### src/rtl/seg_display_arbiter_if.sv
// Request/data/display bundle between the two sources and the
// 7-segment display arbiter.
interface seg_display_arbiter_if;
  logic [1:0] req;
  logic [1:0] blink;
  logic [3:0] src0_hex1;
  logic [3:0] src0_hex0;
  logic [3:0] src1_hex1;
  logic [3:0] src1_hex0;
  logic [1:0] grant;
  logic       en7Seg;
  logic [3:0] hex1;
  logic [3:0] hex0;

  modport master (
    output req, blink,
    output src0_hex1, src0_hex0,
    output src1_hex1, src1_hex0,
    input  grant, en7Seg, hex1, hex0
  );

  modport slave (
    input  req, blink,
    input  src0_hex1, src0_hex0,
    input  src1_hex1, src1_hex0,
    output grant, en7Seg, hex1, hex0
  );
endinterface

### src/rtl/seg_display_arbiter.sv
// Round-robin owner of the 2-digit hex display driver with a
// minimum hold time and per-source blink gating of the enable.
module seg_display_arbiter #(
  parameter int CLK_PER_TICK = 50000,
  parameter int MIN_HOLD     = 500,
  parameter int BLINK_TICKS  = 250
) (
  input  logic clk,
  input  logic rst,
  seg_display_arbiter_if.slave bus
);

  localparam int PW = $clog2(CLK_PER_TICK);
  localparam int HW = $clog2(MIN_HOLD + 1);
  localparam int BW = (BLINK_TICKS > 1) ? $clog2(BLINK_TICKS) : 1;

  localparam logic [PW-1:0] PRE_MAX  = PW'(CLK_PER_TICK - 1);
  localparam logic [HW-1:0] HOLD_MAX = HW'(MIN_HOLD);
  localparam logic [BW-1:0] BLK_MAX  = BW'(BLINK_TICKS - 1);

  typedef enum logic [1:0] {
    IDLE,
    OWN0,
    OWN1
  } state_t;

  state_t        state_q, state_d;
  logic [PW-1:0] pre_q, pre_d;
  logic [HW-1:0] hold_q, hold_d;
  logic [BW-1:0] bcnt_q, bcnt_d;
  logic          phase_q, phase_d;
  logic          ptr_q, ptr_d;
  logic [1:0]    grant_q, grant_d;
  logic          en_q, en_d;
  logic [3:0]    hex1_q, hex1_d;
  logic [3:0]    hex0_q, hex0_d;

  logic tick;
  logic owned;
  logic expired;
  logic enter;
  logic own_d;

  assign tick    = (pre_q == PRE_MAX);
  assign owned   = (state_q != IDLE);
  assign expired = (hold_q == HOLD_MAX);

  always_comb begin
    state_d = state_q;
    unique case (state_q)
      IDLE: begin
        if (bus.req == 2'b11)
          state_d = ptr_q ? OWN0 : OWN1;
        else if (bus.req[0])
          state_d = OWN0;
        else if (bus.req[1])
          state_d = OWN1;
      end
      OWN0: begin
        if (!bus.req[0])
          state_d = bus.req[1] ? OWN1 : IDLE;
        else if (expired && bus.req[1])
          state_d = OWN1;
      end
      OWN1: begin
        if (!bus.req[1])
          state_d = bus.req[0] ? OWN0 : IDLE;
        else if (expired && bus.req[0])
          state_d = OWN0;
      end
      default: state_d = IDLE;
    endcase
  end

  assign enter = (state_d != IDLE) && (state_d != state_q);
  assign own_d = (state_d == OWN1);

  // a switch on a tick edge restarts the new owner's counters
  always_comb begin
    pre_d   = tick ? '0 : pre_q + 1'b1;
    hold_d  = hold_q;
    bcnt_d  = bcnt_q;
    phase_d = phase_q;
    ptr_d   = ptr_q;
    if (enter) begin
      hold_d  = '0;
      bcnt_d  = '0;
      phase_d = 1'b1;
      ptr_d   = own_d;
    end else if (owned && tick) begin
      if (!expired)
        hold_d = hold_q + 1'b1;
      if (bcnt_q == BLK_MAX) begin
        bcnt_d  = '0;
        phase_d = ~phase_q;
      end else begin
        bcnt_d = bcnt_q + 1'b1;
      end
    end
  end

  always_comb begin
    grant_d = 2'b00;
    en_d    = 1'b0;
    hex1_d  = hex1_q;
    hex0_d  = hex0_q;
    unique case (state_d)
      OWN0: begin
        grant_d = 2'b01;
        hex1_d  = bus.src0_hex1;
        hex0_d  = bus.src0_hex0;
      end
      OWN1: begin
        grant_d = 2'b10;
        hex1_d  = bus.src1_hex1;
        hex0_d  = bus.src1_hex0;
      end
      default: ;
    endcase
    if (state_d != IDLE)
      en_d = !bus.blink[own_d] || phase_d;
  end

  always_ff @(posedge clk or posedge rst) begin
    if (rst) begin
      state_q <= IDLE;
      pre_q   <= '0;
      hold_q  <= '0;
      bcnt_q  <= '0;
      phase_q <= 1'b0;
      ptr_q   <= 1'b1;
      grant_q <= 2'b00;
      en_q    <= 1'b0;
      hex1_q  <= 4'h0;
      hex0_q  <= 4'h0;
    end else begin
      state_q <= state_d;
      pre_q   <= pre_d;
      hold_q  <= hold_d;
      bcnt_q  <= bcnt_d;
      phase_q <= phase_d;
      ptr_q   <= ptr_d;
      grant_q <= grant_d;
      en_q    <= en_d;
      hex1_q  <= hex1_d;
      hex0_q  <= hex0_d;
    end
  end

  assign bus.grant  = grant_q;
  assign bus.en7Seg = en_q;
  assign bus.hex1   = hex1_q;
  assign bus.hex0   = hex0_q;

endmodule

### src/flat_wrapper.sv
// flat-port wrapper written by rule: the top's interface ports become plain ports
module seg_display_arbiter_flat 
#(
  parameter int CLK_PER_TICK = 50000,
  parameter int MIN_HOLD     = 500,
  parameter int BLINK_TICKS  = 250
)
  (clk, rst, bus_req, bus_blink, bus_src0_hex1, bus_src0_hex0, bus_src1_hex1, bus_src1_hex0, bus_grant, bus_en7Seg, bus_hex1, bus_hex0);
  seg_display_arbiter_if bus_i ();
  input  logic clk;
  input  logic rst;
  input wire logic [$bits(bus_i.req)-1:0] bus_req;
  input wire logic [$bits(bus_i.blink)-1:0] bus_blink;
  input wire logic [$bits(bus_i.src0_hex1)-1:0] bus_src0_hex1;
  input wire logic [$bits(bus_i.src0_hex0)-1:0] bus_src0_hex0;
  input wire logic [$bits(bus_i.src1_hex1)-1:0] bus_src1_hex1;
  input wire logic [$bits(bus_i.src1_hex0)-1:0] bus_src1_hex0;
  output wire logic [$bits(bus_i.grant)-1:0] bus_grant;
  output wire logic [$bits(bus_i.en7Seg)-1:0] bus_en7Seg;
  output wire logic [$bits(bus_i.hex1)-1:0] bus_hex1;
  output wire logic [$bits(bus_i.hex0)-1:0] bus_hex0;
  assign bus_i.req = bus_req;
  assign bus_i.blink = bus_blink;
  assign bus_i.src0_hex1 = bus_src0_hex1;
  assign bus_i.src0_hex0 = bus_src0_hex0;
  assign bus_i.src1_hex1 = bus_src1_hex1;
  assign bus_i.src1_hex0 = bus_src1_hex0;
  assign bus_grant = bus_i.grant;
  assign bus_en7Seg = bus_i.en7Seg;
  assign bus_hex1 = bus_i.hex1;
  assign bus_hex0 = bus_i.hex0;
  seg_display_arbiter #(.CLK_PER_TICK(CLK_PER_TICK), .MIN_HOLD(MIN_HOLD), .BLINK_TICKS(BLINK_TICKS)) u_core (.clk(clk), .rst(rst), .bus(bus_i));
endmodule
### config.mk
export PLATFORM = sky130hd
export DESIGN_NAME = seg_display_arbiter_flat
export DESIGN_NICKNAME = d
export VERILOG_FILES = /design/src/rtl/seg_display_arbiter_if.sv /design/src/rtl/seg_display_arbiter.sv /design/src/flat_wrapper.sv
export SDC_FILE = /design/constraint.sdc
export NUM_CORES = 1
export LEC_CHECK = 0
export ABC_AREA = 1
export BUFFER_PORTS_ARGS = -buffer_cell sky130_fd_sc_hd__buf_4
export CAP_MARGIN = 20
export CORE_UTILIZATION = 45
export CTS_CLUSTER_SIZE = 12
export DETAILED_ROUTE_END_ITERATION = 6
export PLACE_DENSITY = 0.69
export SLEW_MARGIN = 20
export SYNTH_ARGS = -nofsm -noshare
export SYNTH_HDL_FRONTEND = slang
export SYNTH_SLANG_ARGS = --single-unit
### constraint.sdc
create_clock -name clk -period 2.3 [get_ports clk]
set_clock_uncertainty 0.2 [all_clocks]
set_input_delay 0.115 -clock clk [delete_from_list [all_inputs] [get_ports clk]]
set_output_delay 0.115 -clock clk [all_outputs]
set_load 0.01 [all_outputs]
==> results of run 1 <==
[what timing repair did]
| item | 4_1_cts | 5_1_grt |
|---|---|---|
| buffers inserted | 0 | 5 |
| resized for setup | 2 | 27 |
| hold endpoints to repair | 26 | 0 |
| pin swaps | 0 | 9 |
| hold buffers | 19 | 0 |
| setup endpoints to repair | 9 | 30 |
[layout make-up]
| class | instances | area, sq um |
|---|---|---|
| fill | 481 | 2163 |
| multi-input combinational | 249 | 1360 |
| clock inverter | 1 | 5.005 |
| tap | 72 | 90.09 |
| clock buffer | 7 | 76.32 |
| timing repair buffer | 67 | 578.1 |
| sequential | 48 | 1202 |
| inverter | 52 | 200.2 |
[synth_stat cells]
library cell and number:
nor4_1 3, inv_2 1, nor4_4 1, nand3_1 25, dfstp_2 1, nor2_1 44
nand2_2 1, a31oi_1 13, clkinv_1 1, nor3_1 13, xor2_1 8, nor3b_1 1
nand4_4 1, o21ai_0 3, dfrtp_1 47, o22ai_1 1, nor2_2 3, nor2_4 2
nand2_1 93, ha_1 8, clkbuf_1 4, buf_4 1, a21oi_1 12, nor3_2 1
inv_1 50, nor3_4 1, a211oi_1 1, nand4_1 10, nand3b_1 1, buf_6 1
xnor2_1 2, buf_2 1, o21bai_1 1
[through the flow]
step	util	instance area, sq um	hold slack [ns]
2_1_floorplan	-	2723	0.06209
3_3_place_gp	0.5472	3105	-0.06130
3_5_place_dp	0.5472	3105	-0.05335
4_1_cts	0.5957	3381	0.07715
5_1_grt	0.6188	3512	0.1714
6_report	0.6188	3512	0.1540
[cells in the final DEF (no fill, tap or decap), types with 5 or more instances in the layout]
| cell | netlist | routed |
|---|---|---|
| inv_1 | 50 | 46 |
| dfrtp_1 | 47 | 47 |
| clkbuf_8 | 0 | 5 |
| nor2_1 | 44 | 42 |
| nand2_1 | 93 | 91 |
| dlygate4sd3_1 | 0 | 19 |
| nand4_1 | 10 | 10 |
| xor2_1 | 8 | 8 |
| buf_4 | 1 | 44 |
| nor3_1 | 13 | 13 |
| nand3_1 | 25 | 22 |
| a31oi_1 | 13 | 13 |
| a21oi_1 | 12 | 12 |
[sequential cells by signal, indices dropped and copies added (netlist names), 2 cells and up]
name,count
u_core.bcnt_q,8
u_core.bus.grant,2
u_core.bus.hex0,4
u_core.bus.hex1,4
u_core.hold_q,9
u_core.pre_q,16
u_core.state_q,2
[worst paths after layout]
check / from / endpoint / slack [ns]
worst max-delay path: u_core.hold_q[1] / u_core.bus.hex0[1] / 0.05
worst min-delay path: bus_req[1] / u_core.state_q[0] / 0.15
worst max register to register: u_core.hold_q[1] / u_core.bus.hex0[1] / 0.05
worst min register to register: u_core.ptr_q / u_core.ptr_q / 0.27
max in group asynchronous: rst / u_core.hold_q[3] / 1.17
min in group asynchronous: rst / u_core.pre_q[3] / 0.16
[worst max-delay path: cells and delay by family (launching register included)]
kind,cells,cell delay (ns)
flops,1,0.41
compound gates,1,0.09
buf+inv,3,0.31
simple gates,6,0.62
fa+ha+maj,2,0.50
[routing by layer]
layer | global-route usage | vias up
met4 | 0.06786 | 0
met1 | 0.2706 | 1179
met2 | 0.3667 | 38
met3 | 0.03086 | 6
li1 | - | 1274
met5 | 0 | -
[cells by family after synthesis]
logic type / after synthesis / synth area share
AND/OR/NAND/NOR: 200 / 0.3373
buffers and inverters: 59 / 0.08605
flip-flops: 48 / 0.4422
AO/OA/AOI/OAI: 31 / 0.06535
XOR/XNOR: 10 / 0.03222
adder cells (fa/ha/maj): 8 / 0.03682
[report_power, final]
part	total, mW	leakage [nW]	internal [mW]	switching (mW)
clock	0.495	0.0422	0.214	0.280
combinational	1.45	1.04	0.660	0.793
sequential	1.05	0.618	0.978	0.0768
==> results.cfg, run 1 <==
[sta]
period_share = 0.9793
clock.fmax_mhz = 444.0
period_needed_ns = 2.252
tns_ns = 0
maxSlewViolCount = 0
tightest_slew_ns = 0.5374
setup_viol = 0
slew_headroom = 0.6384
finalHoldViolCount = 0
setup_slack_ns = 0.04761

[global_routing]
grt_pass1_wl_um = 10390
grt_pass1_vias = 2347
grt_max_degree = 20
overflow = 0
track_usage = 0.2117
antenna_found_initial = 0

[placement]
dp_slack_ns = -0.05730
port_buffers = 32
dp_cells = 464
dp.final_hpwl_um = 4134
gp_congestion = 0.8397

[synth]
ys_seq_elements = 48
ys_seq_area_frac = 0.4422
yosysTopAreaCellShare = 0.4326
synth_area_leader_cell = dfrtp_1
synthDistinctLibCells = 33
avgSynthCellArea_sq_um = 7.637
ys_warn_count = 0
syn_inst = 356
synth_area_sq_um = 2719
synthTopCellsByArea = dfrtp_1 (43%), nand2_1 (13%), inv_1 (6.9%)
synth_nets = 386

[power_and_ir_drop]
power_density_nw_per_um2 = 854.9
leakagePower_nw = 1.705
irDropWorstVdd_uv = 689.9
total_power_mw = 3.002

[critical_path]
cp.required_ns = 2.29
critPathArrivalTime_ns = 2.24
start_kind = flop
cp_cell_sequence = inv_2 > ha_2 > nand2_1 > nor2_2 > nand3_1 > nand2_1 > nand2_1 > nand3_2 > inv_1 > ha_4 > buf_6 > a31oi_1
cp_common_cell = nand2_1
critPathKind = flop to flop
crit_slowest_cell = dfrtp_1
slowest_delay_ns = 0.41
r2r_cells = 12
endpoint_kind = flop
path_max_fanout = 9

[run]
max_cap_violations = 0

[cts]
cts_htree_levels = 2
clock_latency_ns = 0.30
root_buffer = clkbuf_8
cts_buffer_depth = 2
clkTransAtPathRegs_ns = 0.09
cts_tree = yes
numCtsBuffers = 5
cts_sinks = 48

[cells_and_area]
final_cells = 496
antennaDiodeCount = 0
areaGrowthSynthToFinish_pct = 29.18
fin_nets = 453
drive_gt1_frac = 0.1958

[hold_path]
holdPathStages = 5
hold_path_class = input port to flop

[route]
wl_met2_um = 3250
wl_per_cell_um = 12.91
wirelength_um = 6403
routed-wl-met3_um = 170
vias = 2497
drt-met1-wl_um = 2916
dr.pass1.iters = 4
drcViolationCount = 0
routed.top_layer = met4
ant_nets = 0
drt_iter0_drc = 181
vias_per_cell = 5.034

[die]
dieArea_sq_um = 6357
die_h_um = 79.73
ioPinCount = 33
std_cell_rows = 27
die_w_um = 79.73
start_util = 0.4791
coreArea_sq_um = 5675

[run_status]
status = finished clean
Power figures use the tool's default switching activity.
==> inputs of run 2 (changes only) <==
--- a/config.mk
+++ b/config.mk
@@ -8,10 +8,12 @@
 export ABC_AREA = 1
 export BUFFER_PORTS_ARGS = -buffer_cell sky130_fd_sc_hd__buf_4
 export CAP_MARGIN = 20
-export CORE_UTILIZATION = 45
+export CELL_PAD_IN_SITES_DETAIL_PLACEMENT = 1
+export CELL_PAD_IN_SITES_GLOBAL_PLACEMENT = 2
+export CORE_UTILIZATION = 30
 export CTS_CLUSTER_SIZE = 12
 export DETAILED_ROUTE_END_ITERATION = 6
-export PLACE_DENSITY = 0.69
+export PLACE_DENSITY = 0.77
 export SLEW_MARGIN = 20
 export SYNTH_ARGS = -nofsm -noshare
 export SYNTH_HDL_FRONTEND = slang
==> results.cfg, run 2 (synthesis results as in run 1) <==
[sta]
setup_viol = 0
slew_headroom = 0.6598
finalHoldViolCount = 0
holdWs_ns = 0.04905
maxSlewViolCount = 0
period_share = 0.9294
tightest_slew_ns = 0.5096
setup_slack_ns = 0.1624
period_needed_ns = 2.138
clock.fmax_mhz = 467.8

[critical_path]
critPathArrivalTime_ns = 2.14
cp.required_ns = 2.31
start_kind = flop
startpoint = u_core.pre_q[0]
crit-reg2reg-launch = u_core.pre_q[0]
critPathKind = flop to flop
cp_top_family = simple AND/OR/NAND/NOR gates
path_max_fanout = 9
cp_num_buf_inv = 2
endpoint_kind = flop
crit_slowest_cell = dfrtp_1
cp_cell_sequence = ha_2 > nand2_1 > nor2_4 > inv_2 > nor2_1 > nand4_4 > nor2_4 > buf_12 > nand3_1 > nand2_1 > nor2_2
slowest_delay_ns = 0.40

[cells_and_area]
areaGrowthSynthToFinish_pct = 36.49
final_cell_mix = nand2_1 (89), buf_4 (47), dfrtp_1 (47)
max_flop_register = u_core.pre_q
fillers = 1060
antennaDiodeCount = 0
fin_area_sq_um = 3711
final_common_cell = nand2_1
fin_nets = 460
largest_reg_flops = 16
drive_gt1_frac = 0.2274
top_regs = u_core.pre_q: 16 flops, u_core.hold_q: 9 flops, u_core.bcnt_q: 8 flops

[route]
dr.pass1.iters = 4
wl_per_cell_um = 13.39
vias_per_cell = 4.712
vias = 2540
drcViolationCount = 0
ant_nets = 0
wirelength_um = 7215
drt_iter0_drc = 70

[die]
die_h_um = 97.20
std_cell_rows = 34
coreArea_sq_um = 8763
start_util = 0.3103
die_w_um = 97.20
dieArea_sq_um = 9448
ioPinCount = 33

[cts]
cts_tree = yes
cts_htree_levels = 2
numCtsBuffers = 5
clock_latency_ns = 0.30
cts_sinks = 48
clkTransAtPathRegs_ns = 0.09
cts_buffer_depth = 2
root_buffer = clkbuf_8

[power_and_ir_drop]
clockPowerShare = 0.190
power_density_nw_per_um2 = 895.5
p_int_mw = 2.076
seqPwrFrac = 0.320
p_sw_mw = 1.247
power_frac_comb = 0.490
leakagePower_nw = 1.769
switching_share = 0.3752
irDropWorstVdd_uv = 932.7

[placement]
dpl-instance-area_sq_um = 3178
gp_congestion = 0.8195
port_buffers = 32
dp_slack_ns = -0.1181
dp.final_hpwl_um = 5008

[global_routing]
antenna_found_initial = 0
grt_pass1_wl_um = 12290
overflow = 0
grt_pass1_vias = 2584
track_usage = 0.1581
grt_max_degree = 28

[hold_path]
hold_path_class = input port to flop
holdCritStartpoint = bus_req[0]

[run]
max_cap_violations = 0

[run_status]
status = finished clean
## run 2: cell types whose count changed in the layout (fill, tap and decap cells not counted), sizes merged
cell / previous run / this run
buf: 48 / 54
bufinv: 0 / 1
clkbuf: 7 / 5
clkinvlp: 0 / 1
dlygate4sd3: 19 / 20
## run 2: path summary, 6_finish.rpt
check                                      to  slack [ns]  cells past startpoint
hold / removal              u_core.state_q[1]        0.05                      4
hold reg to reg                  u_core.ptr_q        0.28                      2
max in group asynchronous        u_core.ptr_q        1.11                      4
setup reg to reg             u_core.hold_q[3]        0.16                     11
setup / recovery             u_core.hold_q[3]        0.16                     11
min in group asynchronous  u_core.bus.hex1[1]        0.20                      3
## run 2: worst min-delay path: stages
cell,delay [ns]
buf_4,0.10
nand2_1,0.07
nand3_1,0.12
nand3_2,0.10
## run 2: timing repair
| item | CTS | global route |
|---|---|---|
| gates resized for setup | 4 | 34 |
| pin swaps | 0 | 11 |
| gates cloned | 0 | 0 |
| hold buffers | 19 | 1 |
| endpoints found under the hold margin | 30 | 1 |
| buffers inserted | 0 | 9 |
| setup endpoints to repair | 8 | 31 |
## run 2: layout make-up
| type | count | area, sq um | area share |
|---|---|---|---|
| Multi-Input combinational cell | 249 | 1409 | 0.3796 |
| Timing Repair Buffer | 74 | 658.1 | 0.1773 |
| Clock buffer | 5 | 68.82 | 0.01854 |
| Tap cell | 108 | 135.1 | 0.03641 |
| Clock inverter | 3 | 42.54 | 0.01146 |
| Sequential cell | 48 | 1202 | 0.3240 |
| Inverter | 52 | 195.2 | 0.05260 |
## run 2: power groups by stage
stage	Combinational, mW	Sequential, mW	Clock, mW
after detailed placement	1.21	1.07	0
after global placement	1.16	1.07	0
final	1.63	1.06	0.631
after CTS	1.32	1.06	0.653
after global routing	1.79	1.08	0.683
after floorplan	0.681	1.10	0
## run 2: metal layers
metal / part of all wire / GRT usage / wire (um) / vias up
met1: 0.47 / 0.2037 / 3394 / 1223
met3: 0.022 / 0.02662 / 157 / 4
li1: - / - / - / 1284
met5: 0 / 0 / 0 / -
met4: 0.0073 / 0.03100 / 53 / 0
met2: 0.50 / 0.2784 / 3609 / 29
## run 2: stage by stage
stage | std cells | TNS (ns) | utilization | total power [mW]
detailed placement | 502 | -0.7531 | 0.3627 | 2.278
CTS | 529 | 0 | 0.3999 | 3.032
global placement | 502 | 0 | 0.3627 | 2.238
floorplan | 356 | 0 | - | 1.777
finish | 539 | 0 | 0.4235 | 3.323
global route | 539 | -0.02666 | 0.4235 | 3.550
